## src/rtl/id_jump_resolver_pkg.sv

```systemverilog
// Shared constants for the ID-stage early-jump resolver: opcodes, early_jump encodings, FSM state codes.
package id_jump_resolver_pkg;

  localparam logic [6:0] OPC_JAL  = 7'b1101111;
  localparam logic [6:0] OPC_JALR = 7'b1100111;
  localparam logic [6:0] OPC_LOAD = 7'b0000011;

  typedef enum logic [1:0] {
    EJ_NONE = 2'b00,
    EJ_JAL  = 2'b01,
    EJ_JALR = 2'b10
  } ej_e;

  localparam logic [1:0] ST_IDLE      = 2'd0;
  localparam logic [1:0] ST_LOAD_WAIT = 2'd1;
  localparam logic [1:0] ST_DONE      = 2'd2;

  function automatic logic f_is_jump(input logic [6:0] op);
    return (op == OPC_JAL) || (op == OPC_JALR);
  endfunction

endpackage

```

## src/rtl/id_jump_resolver_fwd_mux.sv

```systemverilog
// JALR rs1 forwarding select: EX > MEM > WB > register file, x0 never forwarded,
// MEM stage supplies load data when it holds a load.
module id_jalr_fwd_mux
  import id_jump_resolver_pkg::*;
#(
  parameter int DATA_WIDTH          = 32,
  parameter int REGISTER_ADDR_WIDTH = 5
) (
  input  logic [REGISTER_ADDR_WIDTH-1:0] i_rs1,
  input  logic [REGISTER_ADDR_WIDTH-1:0] i_rd_ex,
  input  logic [REGISTER_ADDR_WIDTH-1:0] i_rd_mem,
  input  logic [REGISTER_ADDR_WIDTH-1:0] i_rd_wb,
  input  logic                           i_reg_write_ex,
  input  logic                           i_reg_write_mem,
  input  logic                           i_reg_write_wb,
  input  logic [6:0]                     i_opcode_mem,
  input  logic [DATA_WIDTH-1:0]          i_rd1,
  input  logic [DATA_WIDTH-1:0]          i_alu_res_ex,
  input  logic [DATA_WIDTH-1:0]          i_alu_res_mem,
  input  logic [DATA_WIDTH-1:0]          i_load_data_mem,
  input  logic [DATA_WIDTH-1:0]          i_result_wb,
  output logic [DATA_WIDTH-1:0]          o_base,
  output logic                           o_ex_match
);

  logic w_mem_match;
  logic w_wb_match;

  assign o_ex_match  = i_reg_write_ex  && (i_rd_ex  != '0) && (i_rd_ex  == i_rs1);
  assign w_mem_match = i_reg_write_mem && (i_rd_mem != '0) && (i_rd_mem == i_rs1);
  assign w_wb_match  = i_reg_write_wb  && (i_rd_wb  != '0) && (i_rd_wb  == i_rs1);

  always_comb begin
    o_base = i_rd1;
    if (o_ex_match)
      o_base = i_alu_res_ex;
    else if (w_mem_match)
      o_base = (i_opcode_mem == OPC_LOAD) ? i_load_data_mem : i_alu_res_mem;
    else if (w_wb_match)
      o_base = i_result_wb;
  end

endmodule

```

## src/rtl/id_jump_resolver.sv

```systemverilog
// ID-stage early-jump unit: JAL always, JALR only when JALR_EARLY_EN is defined.
// FSM stalls ID on a JALR load-use until the load data reaches MEM.
module id_jump_resolver
  import id_jump_resolver_pkg::*;
#(
  parameter int INST_ADDR_WIDTH     = 32,
  parameter int DATA_WIDTH          = 32,
  parameter int REGISTER_ADDR_WIDTH = 5,
  parameter int LOAD_WAIT_CYCLES    = 1
) (
  input  logic                           clk,
  input  logic                           rst,
  input  logic                           stall_ID,
  input  logic                           flush_ID,
  input  logic [6:0]                     opcode_ID,
  input  logic [6:0]                     opcode_EX,
  input  logic [6:0]                     opcode_MEM,
  input  logic                           reg_write_EX,
  input  logic                           reg_write_MEM,
  input  logic                           reg_write_WB,
  input  logic [REGISTER_ADDR_WIDTH-1:0] rs1_ID,
  input  logic [REGISTER_ADDR_WIDTH-1:0] rd_EX,
  input  logic [REGISTER_ADDR_WIDTH-1:0] rd_MEM,
  input  logic [REGISTER_ADDR_WIDTH-1:0] rd_WB,
  input  logic [INST_ADDR_WIDTH-1:0]     PC_ID,
  input  logic [DATA_WIDTH-1:0]          imm_ID,
  input  logic [DATA_WIDTH-1:0]          RD1D_ID,
  input  logic [DATA_WIDTH-1:0]          alu_res_EX,
  input  logic [DATA_WIDTH-1:0]          alu_res_MEM,
  input  logic [DATA_WIDTH-1:0]          load_data_MEM,
  input  logic [DATA_WIDTH-1:0]          result_WB,
  output logic [1:0]                     early_jump,
  output logic [INST_ADDR_WIDTH-1:0]     early_jump_target,
  output logic                           jump_stall_req
);

`ifdef JALR_EARLY_EN
  localparam logic JALR_EN = 1'b1;
`else
  localparam logic JALR_EN = 1'b0;
`endif

  localparam int CNT_W = (LOAD_WAIT_CYCLES > 1) ? $clog2(LOAD_WAIT_CYCLES) : 1;

  logic [1:0]                 r_state;
  logic [CNT_W-1:0]           r_cnt;
  logic                       r_fired;
  logic                       r_rst_q;

  logic [1:0]                 w_state_n;
  logic [CNT_W-1:0]           w_cnt_n;
  logic                       w_fired_n;
  logic                       w_fire;
  logic [1:0]                 w_ej;
  logic                       w_stall;
  logic                       w_active;
  logic                       w_is_jal;
  logic                       w_is_jalr;
  logic                       w_is_jump;
  logic                       w_ex_match;
  logic                       w_load_use;
  logic [DATA_WIDTH-1:0]      w_base;
  logic [INST_ADDR_WIDTH-1:0] w_jal_tgt;
  logic [INST_ADDR_WIDTH-1:0] w_jalr_sum;

  id_jalr_fwd_mux #(
    .DATA_WIDTH          (DATA_WIDTH),
    .REGISTER_ADDR_WIDTH (REGISTER_ADDR_WIDTH)
  ) u_fwd (
    .i_rs1           (rs1_ID),
    .i_rd_ex         (rd_EX),
    .i_rd_mem        (rd_MEM),
    .i_rd_wb         (rd_WB),
    .i_reg_write_ex  (reg_write_EX),
    .i_reg_write_mem (reg_write_MEM),
    .i_reg_write_wb  (reg_write_WB),
    .i_opcode_mem    (opcode_MEM),
    .i_rd1           (RD1D_ID),
    .i_alu_res_ex    (alu_res_EX),
    .i_alu_res_mem   (alu_res_MEM),
    .i_load_data_mem (load_data_MEM),
    .i_result_wb     (result_WB),
    .o_base          (w_base),
    .o_ex_match      (w_ex_match)
  );

  // Outputs stay quiet in the reset cycle and the one after it.
  assign w_active   = !rst && !r_rst_q && !flush_ID;
  assign w_is_jal   = (opcode_ID == OPC_JAL);
  assign w_is_jalr  = (opcode_ID == OPC_JALR) && JALR_EN;
  assign w_is_jump  = w_is_jal || w_is_jalr;
  assign w_load_use = w_is_jalr && w_ex_match && (opcode_EX == OPC_LOAD);
  assign w_jal_tgt  = PC_ID + imm_ID[INST_ADDR_WIDTH-1:0];
  assign w_jalr_sum = w_base[INST_ADDR_WIDTH-1:0] + imm_ID[INST_ADDR_WIDTH-1:0];

  always_comb begin
    w_ej      = EJ_NONE;
    w_stall   = 1'b0;
    w_fire    = 1'b0;
    w_state_n = r_state;
    w_cnt_n   = r_cnt;
    if (!w_active) begin
      w_state_n = ST_IDLE;
      w_cnt_n   = '0;
    end else begin
      case (r_state)
        ST_IDLE: begin
          if (w_load_use && !r_fired) begin
            w_stall   = 1'b1;
            w_cnt_n   = CNT_W'(LOAD_WAIT_CYCLES - 1);
            w_state_n = ST_LOAD_WAIT;
          end else if (w_is_jump && !r_fired) begin
            w_fire    = 1'b1;
            w_ej      = w_is_jal ? EJ_JAL : EJ_JALR;
            w_state_n = stall_ID ? ST_DONE : ST_IDLE;
          end else begin
            w_state_n = ST_IDLE;
          end
        end
        ST_LOAD_WAIT: begin
          if (!w_is_jalr) begin
            w_state_n = ST_IDLE;
            w_cnt_n   = '0;
          end else if (r_cnt != '0) begin
            w_stall = 1'b1;
            w_cnt_n = r_cnt - CNT_W'(1);
          end else begin
            w_fire    = 1'b1;
            w_ej      = EJ_JALR;
            w_state_n = stall_ID ? ST_DONE : ST_IDLE;
          end
        end
        ST_DONE: begin
          if (!stall_ID || !w_is_jump)
            w_state_n = ST_IDLE;
        end
        default: w_state_n = ST_IDLE;
      endcase
    end
  end

  assign w_fired_n = w_active && stall_ID && (w_fire || (r_fired && w_is_jump));

  always_ff @(posedge clk) begin
    if (rst) begin
      r_state <= ST_IDLE;
      r_cnt   <= '0;
      r_fired <= 1'b0;
      r_rst_q <= 1'b1;
    end else begin
      r_state <= w_state_n;
      r_cnt   <= w_cnt_n;
      r_fired <= w_fired_n;
      r_rst_q <= 1'b0;
    end
  end

  assign early_jump        = w_ej;
  assign jump_stall_req    = w_stall && JALR_EN;
  assign early_jump_target = (w_ej == EJ_JAL)  ? w_jal_tgt :
                             (w_ej == EJ_JALR) ? {w_jalr_sum[INST_ADDR_WIDTH-1:1], 1'b0} :
                             '0;

endmodule

```

## config.mk

```make
export PLATFORM = sky130hd
export DESIGN_NAME = id_jump_resolver
export DESIGN_NICKNAME = d
export VERILOG_FILES = /design/src/rtl/id_jump_resolver_pkg.sv /design/src/rtl/id_jump_resolver_fwd_mux.sv /design/src/rtl/id_jump_resolver.sv
export SDC_FILE = /design/constraint.sdc
export NUM_CORES = 1
export LEC_CHECK = 0
export BUFFER_PORTS_ARGS = -buffer_cell sky130_fd_sc_hd__buf_2
export CORE_AREA = 2 2 121 123
export CTS_BUF_LIST = sky130_fd_sc_hd__clkbuf_8
export DETAILED_ROUTE_END_ITERATION = 8
export DIE_AREA = 0 0 123 125
export MAX_ROUTING_LAYER = met4
export SLEW_MARGIN = 20
export SYNTH_ARGS = -nofsm -noshare
export SYNTH_HDL_FRONTEND = slang
export SYNTH_HIERARCHICAL = 1
export SYNTH_SLANG_ARGS = --single-unit
```

## constraint.sdc

```tcl
create_clock -name clk -period 2.9 [get_ports clk]
set_input_delay 0.435 -clock clk [delete_from_list [all_inputs] [get_ports clk]]
set_output_delay 0.435 -clock clk [all_outputs]
set_load 0.01 [all_outputs]
```

==> results.txt <==
clock sinks: 3
crit share post-route: 1.03
Design Area, Final: 3900 um^2
largest family of logic cells by synthesized area: compound AO/OA/AOI/OAI gates
Clock Skews: 0.576 ps
mux cell area share after synthesis: 0
# setup viols final: 8
post-synth top area cell: ha_1
TritonCTS Buffers: 3
relative slew slack: 0.664
cell count after synthesis: 290
Hold Startpoint: rst
Residual DRC: 0
post-synthesis cell area: 2020 um^2
Synth Area in Simple Gates: 0.254
pwr dens: 222 nW/um^2
CP cell instances: buf_6 -> ha_4 -> fa_2 -> a21o_1 -> a31oi_1 -> buf_4 -> o221ai_4 -> nand4_1 -> a21oi_2 -> or3_1 -> a21oi_2 -> buf_2
Routed WL per cell: 13.3 um
slowest cell delay on critical path: 330 ps
main flop type after synthesis: dfxtp_1
startpoint types: primary input
dpl hpwl: 7.34 mm
placed cell area: 3270 um^2
RSZ-0062 raised after global routing: yes
CORE AREA: 14200 um^2
worst reg2reg startpoint: r_rst_q$_DFF_P_
Die ar.: 15400 um^2
initial antenna violation count: 1
via count: 2819
total wire length: 8.73 mm
Req. time, crit path: 2470 ps
First-pass DRT Iterations: 4
commonest non-fill, non-tap cell in the layout: buf_2
Ports: 307
Min-Delay Path Class: primary input to register
Starting Density: 0.142
Seq/Total Area, Yosys: 0.0298
Reg clk slew, reported paths: 30 ps
area share of fa/ha/maj cells after synthesis: 0.202
# rows: 44
Synth Area in Compound Gates: 0.369
post-synthesis cell type count: 50
Critical path origin: PC_ID[0]
first-pass GRT wire length: 13.4 mm
Max Transition Viols Final: 0
total power: 0.865 mW
PortBufs: 107
Area growth syn-to-layout: 93.7%
Final Hold Slack: 345 ps
cell mode on critical path: a21oi_2
vias in the first global route: 2813
GRT Resource Usage Total: 0.111
flops & latches, synth: 3
status: finished, violations left
top cells by area, synth: ha_1, a21oi_1, nor2_1
crit-path max FO: 4
CTS tree: yes
maximum VDD drop: 0.0000908 V
setup ws final: -95.4 ps
kind of critical path: primary input to primary output
pin count of the biggest net entering global routing: 29
Mapped Avg Cell Area: 6.95 um^2
highest-count cells in the layout ignoring fill and taps: buf_2, buf_4, nor2_1
Routed Antenna Nets: 0
Worst-Margin Slew: 501 ps
Core Util, Final: 0.275
Die Ht: 125 um
share of cells above drive strength 1: 0.516
CP max stage cell: fa_2
Syn. warnings: 6
crit path DAT: 2560 ps
gp weighted congestion: 0.820
DR vias/cell: 4.28
Root Driver: clkbuf_8
drt initial violations: 82
Synth Area in XOR/XNOR: 0.0999
Final nets: 778
final global-route overflow total: 0
violated checks: setup timing
fmax: 0.334 GHz
Final min period: 3000 ps
Die W: 123 um
endpoints failing hold: 0
Clk Latency, worst-skew pair: 210 ps
Crit. End Element: primary output
P_leak: 1.86 nW
Synth top area share: 0.192
Max Buffers Root-to-Sink: 2
number of max-cap violations: 0
Async SR Flop Fraction: 0
EDFF count, synth: 0
# H-tree levels: 1
-- where the power goes --
group	internal [mW]	switching [mW]
logic	0.371	0.334
registers	0.0423	0.000155
clock network	0.0901	0.0275
total	0.503	0.362
-- what timing repair did --
action	in CTS	in global routing
endpoints found under the setup margin	14	17
pin swaps	32	28
gates resized for setup	57	29
setup buffers	8	3
hold buffers	0	0
-- path summary, 6_finish.rpt --
check	to	slack [ps]	depth (start not counted)
worst max-delay path	early_jump_target[26]	-100	12
worst min-delay path	r_rst_q$_DFF_P_	350	1
worst max register to register	r_state[1]$_SDFFE_PP0P_	1620	5
worst min register to register	r_fired$_SDFF_PP0_	430	1
-- flip-flops by register name, summed over array words and instances, names as in the netlist --
name and cells:
r_fired 1, r_rst_q 1, r_state 1
-- cell usage after synthesis, types with 2 or more instances --
| cell | n |
|---|---|
| or2_2 | 2 |
| and4_1 | 2 |
| a311oi_1 | 2 |
| or3_1 | 3 |
| a41oi_1 | 2 |
| ha_1 | 31 |
| xnor2_1 | 12 |
| o21ai_1 | 2 |
| o21a_1 | 8 |
| nand4_1 | 7 |
| and3_1 | 4 |
| buf_4 | 3 |
| a2111oi_0 | 2 |
| nand2_1 | 20 |
| and2_1 | 6 |
| a31oi_1 | 5 |
| o21ai_0 | 18 |
| o21bai_1 | 8 |
| inv_1 | 10 |
| a21o_1 | 15 |
| nor3_1 | 8 |
| nand3_1 | 6 |
| nor2b_1 | 2 |
| clkbuf_1 | 4 |
| nand2b_1 | 3 |
| o31ai_1 | 2 |
| xor2_1 | 11 |
| nor2_1 | 31 |
| nor3b_1 | 2 |
| a211oi_1 | 5 |
| a21oi_1 | 33 |
| dfxtp_1 | 3 |
-- area by class of cell --
class                   instances  area, um^2
multi-input cells             270        2270
clock buffers                   3        41.3
inverters                      10        37.5
repair buffers                186        1250
clock inverters                 1        3.75
flip-flops and latches          3        60.1
well taps                     184         230
diodes                          1        2.50
fillers                      1580       10300
-- kinds of logic (layout without fill, tap and decap cells) --
logic type,count (synthesis),count (layout)
compound gates,112,112
simple gates,101,101
fa+ha+maj,32,32
xor+xnor,23,23
buf+inv,18,200
flops,3,3
other cells,1,3
-- per-layer routing --
layer / vias to the layer above / global-route usage / routed length [um] / part of all wire
met3: 6 / 0.0100 / 353 / 0.040
met1: 1294 / 0.148 / 4210 / 0.48
li1: 1451 / - / - / -
met5: - / - / 0 / 0
met2: 68 / 0.188 / 4110 / 0.47
met4: 0 / 0.0127 / 53 / 0.0061
-- worst max-delay path, delay by kind of cell --
| kind | cells | cell delay, ps |
|---|---|---|
| adders and majority gates | 2 | 490 |
| AOI/OAI and AO/OA | 5 | 700 |
| buffers and inverters | 3 | 390 |
| and+or+nand+nor | 2 | 530 |
-- stage by stage --
step | worst slack [ps] | TNS [ps] | std cells
3_5_place_dp | -336 | -2750 | 644
4_1_cts | -95.7 | -472 | 656
2_1_floorplan | 44.9 | 0 | 291
6_report | -95.4 | -355 | 658
3_3_place_gp | -348 | -2810 | 644
5_1_grt | -221 | -2090 | 658
No activity file was read; power rests on OpenSTA's default activity.
